### config.mk
export PLATFORM = sky130hd
export DESIGN_NAME = afifo_push_arbiter
export DESIGN_NICKNAME = d
export VERILOG_FILES = /design/src/rtl/afifo_push_arbiter.sv
export SDC_FILE = /design/constraint.sdc
export NUM_CORES = 1
export LEC_CHECK = 0
export CAP_MARGIN = 20
export CORE_MARGIN = 8
export CORE_UTILIZATION = 40
export DETAILED_ROUTE_END_ITERATION = 10
export PLACE_DENSITY = 0.77
export SYNTH_ARGS = -nofsm -noshare
export SYNTH_HDL_FRONTEND = slang
export SYNTH_SLANG_ARGS = --single-unit
### constraint.sdc
create_clock -name clock0 -period 3 [get_ports clock0]
set_clock_uncertainty 0.15 [all_clocks]
set_input_delay 0.9 -clock clock0 [delete_from_list [all_inputs] [get_ports clock0]]
set_output_delay 0.9 -clock clock0 [all_outputs]
set_load 0.01 [all_outputs]
### src/rtl/afifo_push_arbiter.sv
// Round-robin arbiter that lets NUM_REQ requesters share one async-FIFO write port,
// granting bursts of up to BURST_LEN words and sequencing a fixed-length FIFO flush.
module afifo_push_arbiter #(
  parameter int NUM_REQ      = 4,
  parameter int DATA_WIDTH   = 9,
  parameter int BURST_LEN    = 4,
  parameter int FLUSH_CYCLES = 3
) (
  input  logic                          clock0,
  input  logic                          reset_n,
  input  logic [NUM_REQ-1:0]            REQ_VALID,
  input  logic [NUM_REQ*DATA_WIDTH-1:0] REQ_DATA,
  output logic [NUM_REQ-1:0]            REQ_READY,
  input  logic                          FLUSH_REQ,
  input  logic                          Full,
  input  logic                          Almost_Full,
  input  logic                          Overrun_Error,
  output logic                          PUSH,
  output logic [DATA_WIDTH-1:0]         DIN,
  output logic                          Async_Flush,
  output logic [NUM_REQ-1:0]            GRANT,
  output logic                          OVERRUN_STICKY,
  output logic [1:0]                    state_dbg
);

  localparam int PW = (NUM_REQ > 1) ? $clog2(NUM_REQ) : 1;
  localparam int CW = $clog2(BURST_LEN + 1);
  localparam int FW = (FLUSH_CYCLES > 1) ? $clog2(FLUSH_CYCLES) : 1;

  typedef enum logic [1:0] {
    S_IDLE  = 2'd0,
    S_GRANT = 2'd1,
    S_FLUSH = 2'd2
  } state_t;

  state_t                state_q, state_d;
  logic [PW-1:0]         ptr_q, ptr_d;
  logic [PW-1:0]         owner_q, owner_d;
  logic [NUM_REQ-1:0]    grant_q, grant_d;
  logic [CW-1:0]         cnt_q, cnt_d;
  logic [FW-1:0]         fcnt_q, fcnt_d;
  logic                  push_q, push_d;
  logic [DATA_WIDTH-1:0] din_q, din_d;
  logic                  aflush_q, aflush_d;
  logic                  sticky_q, sticky_d;

  logic                  sel_found;
  logic [PW-1:0]         sel_idx;
  logic [PW-1:0]         idx;
  logic [PW-1:0]         next_ptr;
  logic                  owner_valid;
  logic [DATA_WIDTH-1:0] owner_data;

  // Scan downward so the requester closest to ptr_q (ascending, wrapping) wins.
  always_comb begin
    sel_found = 1'b0;
    sel_idx   = '0;
    idx       = '0;
    for (int k = NUM_REQ - 1; k >= 0; k--) begin
      idx = PW'((int'(ptr_q) + k) % NUM_REQ);
      if (REQ_VALID[idx]) begin
        sel_found = 1'b1;
        sel_idx   = idx;
      end
    end
  end

  assign owner_valid = REQ_VALID[owner_q];
  assign owner_data  = REQ_DATA[int'(owner_q)*DATA_WIDTH +: DATA_WIDTH];
  assign next_ptr    = (owner_q == PW'(NUM_REQ - 1)) ? '0 : owner_q + PW'(1);

  assign REQ_READY = (reset_n && state_q == S_GRANT && !Full && !Almost_Full && !FLUSH_REQ)
                     ? grant_q : '0;

  always_comb begin
    state_d  = state_q;
    ptr_d    = ptr_q;
    owner_d  = owner_q;
    grant_d  = grant_q;
    cnt_d    = cnt_q;
    fcnt_d   = fcnt_q;
    push_d   = 1'b0;
    din_d    = din_q;
    sticky_d = sticky_q;
    case (state_q)
      S_IDLE: begin
        if (FLUSH_REQ) begin
          state_d  = S_FLUSH;
          fcnt_d   = '0;
          sticky_d = 1'b0;
        end else if (sel_found) begin
          state_d = S_GRANT;
          owner_d = sel_idx;
          grant_d = NUM_REQ'(1) << sel_idx;
          cnt_d   = '0;
        end
      end
      S_GRANT: begin
        if (FLUSH_REQ) begin
          state_d  = S_FLUSH;
          ptr_d    = next_ptr;
          grant_d  = '0;
          fcnt_d   = '0;
          sticky_d = 1'b0;
        end else if (Full || Almost_Full) begin
          state_d = S_GRANT;
        end else if (owner_valid) begin
          push_d = 1'b1;
          din_d  = owner_data;
          cnt_d  = cnt_q + CW'(1);
          if (cnt_q == CW'(BURST_LEN - 1)) begin
            state_d = S_IDLE;
            ptr_d   = next_ptr;
            grant_d = '0;
          end
        end else begin
          state_d = S_IDLE;
          ptr_d   = next_ptr;
          grant_d = '0;
        end
      end
      S_FLUSH: begin
        if (fcnt_q == FW'(FLUSH_CYCLES - 1)) begin
          state_d = S_IDLE;
          ptr_d   = '0;
          fcnt_d  = '0;
        end else begin
          fcnt_d = fcnt_q + FW'(1);
        end
      end
      default: state_d = S_IDLE;
    endcase
    // A fresh overrun outranks the clear on flush entry.
    if (Overrun_Error) sticky_d = 1'b1;
    aflush_d = (state_d == S_FLUSH);
  end

  always_ff @(posedge clock0) begin
    if (!reset_n) begin
      state_q  <= S_IDLE;
      ptr_q    <= '0;
      owner_q  <= '0;
      grant_q  <= '0;
      cnt_q    <= '0;
      fcnt_q   <= '0;
      push_q   <= 1'b0;
      din_q    <= '0;
      aflush_q <= 1'b0;
      sticky_q <= 1'b0;
    end else begin
      state_q  <= state_d;
      ptr_q    <= ptr_d;
      owner_q  <= owner_d;
      grant_q  <= grant_d;
      cnt_q    <= cnt_d;
      fcnt_q   <= fcnt_d;
      push_q   <= push_d;
      din_q    <= din_d;
      aflush_q <= aflush_d;
      sticky_q <= sticky_d;
    end
  end

  assign PUSH           = push_q;
  assign DIN            = din_q;
  assign Async_Flush    = aflush_q;
  assign GRANT          = grant_q;
  assign OVERRUN_STICKY = sticky_q;
  assign state_dbg      = state_q;

endmodule

-- Yosys cells after proc, flatten, opt, wreduce, memory -nomap -nowiden
Cells that the tools add are included.
- latch bits: 0
- output and inout port bits: 22
- bits in writable memories: 0
- input port bits: 46
- flip-flop bits (word level): 27
- ROM bits: 0
- memories kept: 0
- logic and storage cells: 120
- $mul: 1
- $add $sub $neg: 6
- shift operators: 2
- multiplexer cells: 54
- order comparisons: 5
- reductions and logical operators: 23
- bitwise operators: 4
- eq/ne operators: 15
- div/mod/pow operators: 0
- operators with widths (kind ; number):
    2-to-1 mux 2 bit ; 19
    variable part select 36 x 7 -> 9 bit ; 1
    2-to-1 mux 4 bit ; 7
    less-than comparator 2 x 3 -> 1 bit (second input constant) ; 5
    2-to-1 mux 3 bit ; 5
    2-to-1 mux 1 bit ; 13
    != test 2 bit (second input constant) ; 6
    binary-select mux 1 bit (select 2 bit) ; 5
    nonzero test 2 bit ; 5
    equality test 2 bit (second input constant) ; 4
    case mux 2 bit (2 select lines) ; 2
    case mux 4 bit (2 select lines) ; 1
    AND reduction 4 bit ; 2
    adder 2 x 1 -> 2 bit (second input constant) ; 3
    multiplier 2 x 4 -> 6 bit (second input constant) ; 1
    case mux 2 bit (3 select lines) ; 1
    case mux 3 bit (2 select lines) ; 1
    AND reduction 6 bit ; 1
    AND reduction 5 bit ; 1
    adder 2 bit (second input constant) ; 2
    logical AND 1 bit ; 4
    != test 4 x 3 -> 1 bit (second input constant) ; 1
    NOT 1 bit ; 4
    AND reduction 2 bit ; 2
    other kinds (12) ; 14

-- Longest topological paths before layout
Gate-level depths: netlist of the first run.
- depth after elaboration: 11
- depth in mapped cells: 7
- gate-level depth less buffers: 7

-- Worst setup path before layout of the first run
No wires, ideal clock.
- path kind: input to output
- start: input FLUSH_REQ
- end: output REQ_READY[0]
- path slack: 356 ps
- stages on the path: 3
- data arrival time: 1594 ps
- path buffers: 0
- required time: 1950 ps
- path through: nor3b_1 and3_1 and2_1
- longest elaborated chain between the ends: 3
- RTL lines (what ; line ; source):
    from (decl) ; 14 ; input logic FLUSH_REQ,
    zero test 1 bit ; 72 ; assign REQ_READY = (reset_n && state_q == S_GRANT && !Full && !Almost_Full && !FLUSH_REQ)
    logical AND 1 bit ; 72 ;
    2-to-1 mux 4 bit ; 73 ; ? grant_q : '0;
    to (decl) ; 13 ; output logic [NUM_REQ-1:0] REQ_READY,
No other way between the ends.

-- Final worst setup path of the first run
- start: input Full
- end: output REQ_READY[1]
- longest elaborated chain between the ends: 5
- RTL lines (what ; line ; source):
    from (decl) ; 15 ; input logic Full,
    zero test 1 bit ; 72 ;
    logical AND 1 bit (3 in a row) ; 72 ;
    2-to-1 mux 4 bit ; 73 ;
No other way between the ends.

==> results_dict.tcl, run 1 <==
set metrics [dict create \
    drtAntennaViolNets 0 \
    period_needed_ps 2920 \
    crit_buf_inv 2 \
    path_clk_slew_ps 90 \
    syn2layout_area_growth_pct 54.8 \
    grt_overflow 0 \
    ys_ff_latch 27 \
    drtPass1Iterations 4 \
    grt_pass1_wl_mm 7.06 \
    avgSynthCellArea_sq_um 9.67 \
    place_congestion 0.867 \
    relSlewSlack 0.674 \
    die_area_sq_um 6120 \
    numCtsBuffers 3 \
    dpl.hpwl_mm 3.32 \
    slowest_delay_ps 470 \
    portBuffers 67 \
    n_antenna_cell 0 \
    p_sw_mw 0.201 \
    crit_family "buffers and inverters" \
    setup_viol_count_final 0 \
    seqPwrFrac 0.483 \
    cts_tree "yes" \
    drc 0 \
    die_width_um 78.2 \
    p_leak_nw 0.877 \
    crit_path_cell_trace "clkdlybuf4s50_1 -> nor2_2 -> and3_4 -> and2_1 -> buf_2" \
    antenna_found_initial 0 \
    cp.required_ps 1950 \
    rsz0062_at_grt "no" \
    start_util 0.420 \
    drive_above_1_share 0.167 \
    max-clock-path-buffers 2 \
    power_density_nw_per_um2 334 \
    combPwrFrac 0.259 \
    hold_viol_final 0 \
    critPathMaxFanout 4 \
    grtUsageTotal 0.139 \
    worstSetupEndpointType "primary output" \
    tightest_slew_ps 488 \
    coreArea_sq_um 3690 \
    ys_seq_area_frac 0.349 \
    grt_max_degree 33 \
    root_buffer "clkbuf_8" \
    fmax_mhz 343 \
    die_h_um 78.2 \
    power.share.clock 0.258 \
    slowest_stage "clkdlybuf4s50_1" \
    first_iter_violations 69 \
    final_util 0.650 \
    syn_nets 209 \
    p_sw_frac 0.252 \
    cp-start-kind "input port" \
    vias_per_cell 5.09 \
    fin_crit_sh 0.972 \
    num_io_pins 68 \
    finalSetupTns_ps 0 \
    outcome "finished clean" \
    max_cap_viol_count 0 \
    drt_wl_total_mm 4.24 \
    path_class "input port to primary output" \
    yosys_warnings 0 \
    final_nets 289 \
    netlist_instances 160 \
    grt_pass1_vias 1444 \
    netlist_area_sq_um 1550 \
    vias 1461 \
    synth.distinct_cells 39 \
    drv_slew 0 \
    h-tree-depth 1 \
    rows 22 \
    min_path_type "flop to flop" \
    clock-sinks 27 \
    ir_worst_vdd_mv 0.317 \
    critPathArrivalTime_ps 1870 \
    clkLatencyLatePin_ps 270 \
    p_int_mw 0.598 \
    wl_per_cell_um 14.8 \
]
## cell usage in the layout (no fill, tap or decap), drive strengths merged, types with 2 or more instances in the layout
cell type      netlist  layout
nand3                9       9
mux4                10      10
nor4                 2       2
and3                 2       2
o21ai                9       9
nand2b               3       3
mux2i               13      13
nor2                 5       5
and2                 8       8
a21oi                8       8
ha                   3       3
clkdlybuf4s50        0      61
clkbuf               6       4
dfxtp               27      27
or3                  3       3
buf                  3      21
a21boi               4       4
nor2b               15      15
nand2                9       9
o21a                 2       2
inv                  5       5
## stage by stage
stage          cells  worst slack [ps]  hold slack (ps)  power, mW  cell area, sq um
3_5_place_dp     277              -548              314      0.596              2310
5_1_grt          287              12.6              376      0.838              2400
2_1_floorplan    160               356              302      0.489              1550
4_1_cts          287              62.0              328      0.808              2390
6_report         287              83.5              322      0.800              2400
3_3_place_gp     277              -488              312      0.592              2310
## worst register-to-register path: stages, from the launching register on
cell	delay, ps
dfxtp_1	630
mux4_2	590
and3_4	260
or3_1	320
a21boi_1	140
## synth_stat cells
master	count	area share
a21boi_1	4	0.019
a211o_1	1	0.0057
clkinv_1	1	0.0024
and2_1	8	0.032
nor2_1	5	0.012
and3_4	1	0.0073
a21oi_1	8	0.026
o221ai_1	1	0.0057
nand4_1	1	0.0040
and3_1	1	0.0040
mux4_2	9	0.13
o21a_1	2	0.0097
nor3_1	1	0.0032
o22ai_1	1	0.0040
a22oi_1	1	0.0049
nor4b_1	1	0.0057
nor3b_1	1	0.0049
ha_1	3	0.024
nand3b_1	1	0.0049
or3_1	3	0.012
or2_2	1	0.0040
nor2b_1	15	0.061
o22a_1	1	0.0057
nand2b_1	3	0.012
dfxtp_1	27	0.35
clkbuf_1	6	0.015
o21ai_1	8	0.026
nand3_1	9	0.029
inv_1	4	0.0097
mux4_1	1	0.017
o32a_1	1	0.0065
nand2_1	9	0.022
inv_2	1	0.0024
mux2i_1	13	0.084
or4_1	1	0.0049
buf_6	2	0.015
o21ai_0	1	0.0032
nor4_1	2	0.0081
buf_2	1	0.0032
## path summary, 6_finish.rpt
check	to	from	depth (start not counted)	slack (ps)
max reg2reg	cnt_q[0]	owner_q[0]	4	840
min reg2reg	GRANT[1]	GRANT[1]	2	320
min	GRANT[1]	GRANT[1]	2	320
max	REQ_READY[1]	Full	5	80
## area by class of cell
type                       count  area, sq um
clock buffer                   4         45.0
sequential                    27          541
timing repair buffer          84          779
fill                         343         1290
inverter                       6         22.5
tap                           48         60.1
multi-input combinational    118          948
## flip-flops by register name, indices dropped and copies added, names as in the netlist
signal          flops
Async_Flush         1
fcnt_q              2
ptr_q               2
GRANT               4
cnt_q               3
owner_q             2
DIN                 9
PUSH                1
state_dbg           2
OVERRUN_STICKY      1
## cell families (layout without fill, tap and decap cells)
logic type | Yosys count | count (layout) | share of synthesized area
AO/OA/AOI/OAI | 29 | 29 | 0.116
multiplexers | 23 | 23 | 0.232
buffers and inverters | 15 | 94 | 0.0469
adder cells (fa/ha/maj) | 3 | 3 | 0.0243
AND/OR/NAND/NOR | 63 | 63 | 0.231
flip-flops | 27 | 27 | 0.349
## power groups by stage
stage | clock, mW | combinational (mW) | sequential (mW)
2_1_floorplan | 0 | 0.0963 | 0.392
4_1_cts | 0.215 | 0.207 | 0.387
6_report | 0.206 | 0.207 | 0.387
3_3_place_gp | 0 | 0.197 | 0.395
3_5_place_dp | 0 | 0.201 | 0.395
5_1_grt | 0.224 | 0.224 | 0.390
## per-layer routing
metal / wire length (um) / GRT usage
met4: 44 / 0.0426
met1: 1730 / 0.163
met5: 0 / 0
met3: 164 / 0.0262
met2: 2300 / 0.250
## what timing repair did
| action | CTS | global route |
|---|---|---|
| resized for setup | 19 | 3 |
| pin swaps | 3 | 2 |
| hold buffers | 0 | 0 |
| buffers inserted | 6 | 0 |
| endpoints found under the setup margin | 4 | 10 |
Power figures use the tool's default switching activity.
==> inputs of run 2 (changes only) <==
- CTS_CLUSTER_SIZE: unset -> 20
==> results of run 2 <==
Final layout, timing and power as in run 1 (identical DEF).
==> inputs of run 3 (changes only) <==
- CTS_CLUSTER_DIAMETER: unset -> 40
- SLEW_MARGIN: unset -> 20
==> results of run 3 <==
Final layout, timing and power as in run 1 (identical DEF).
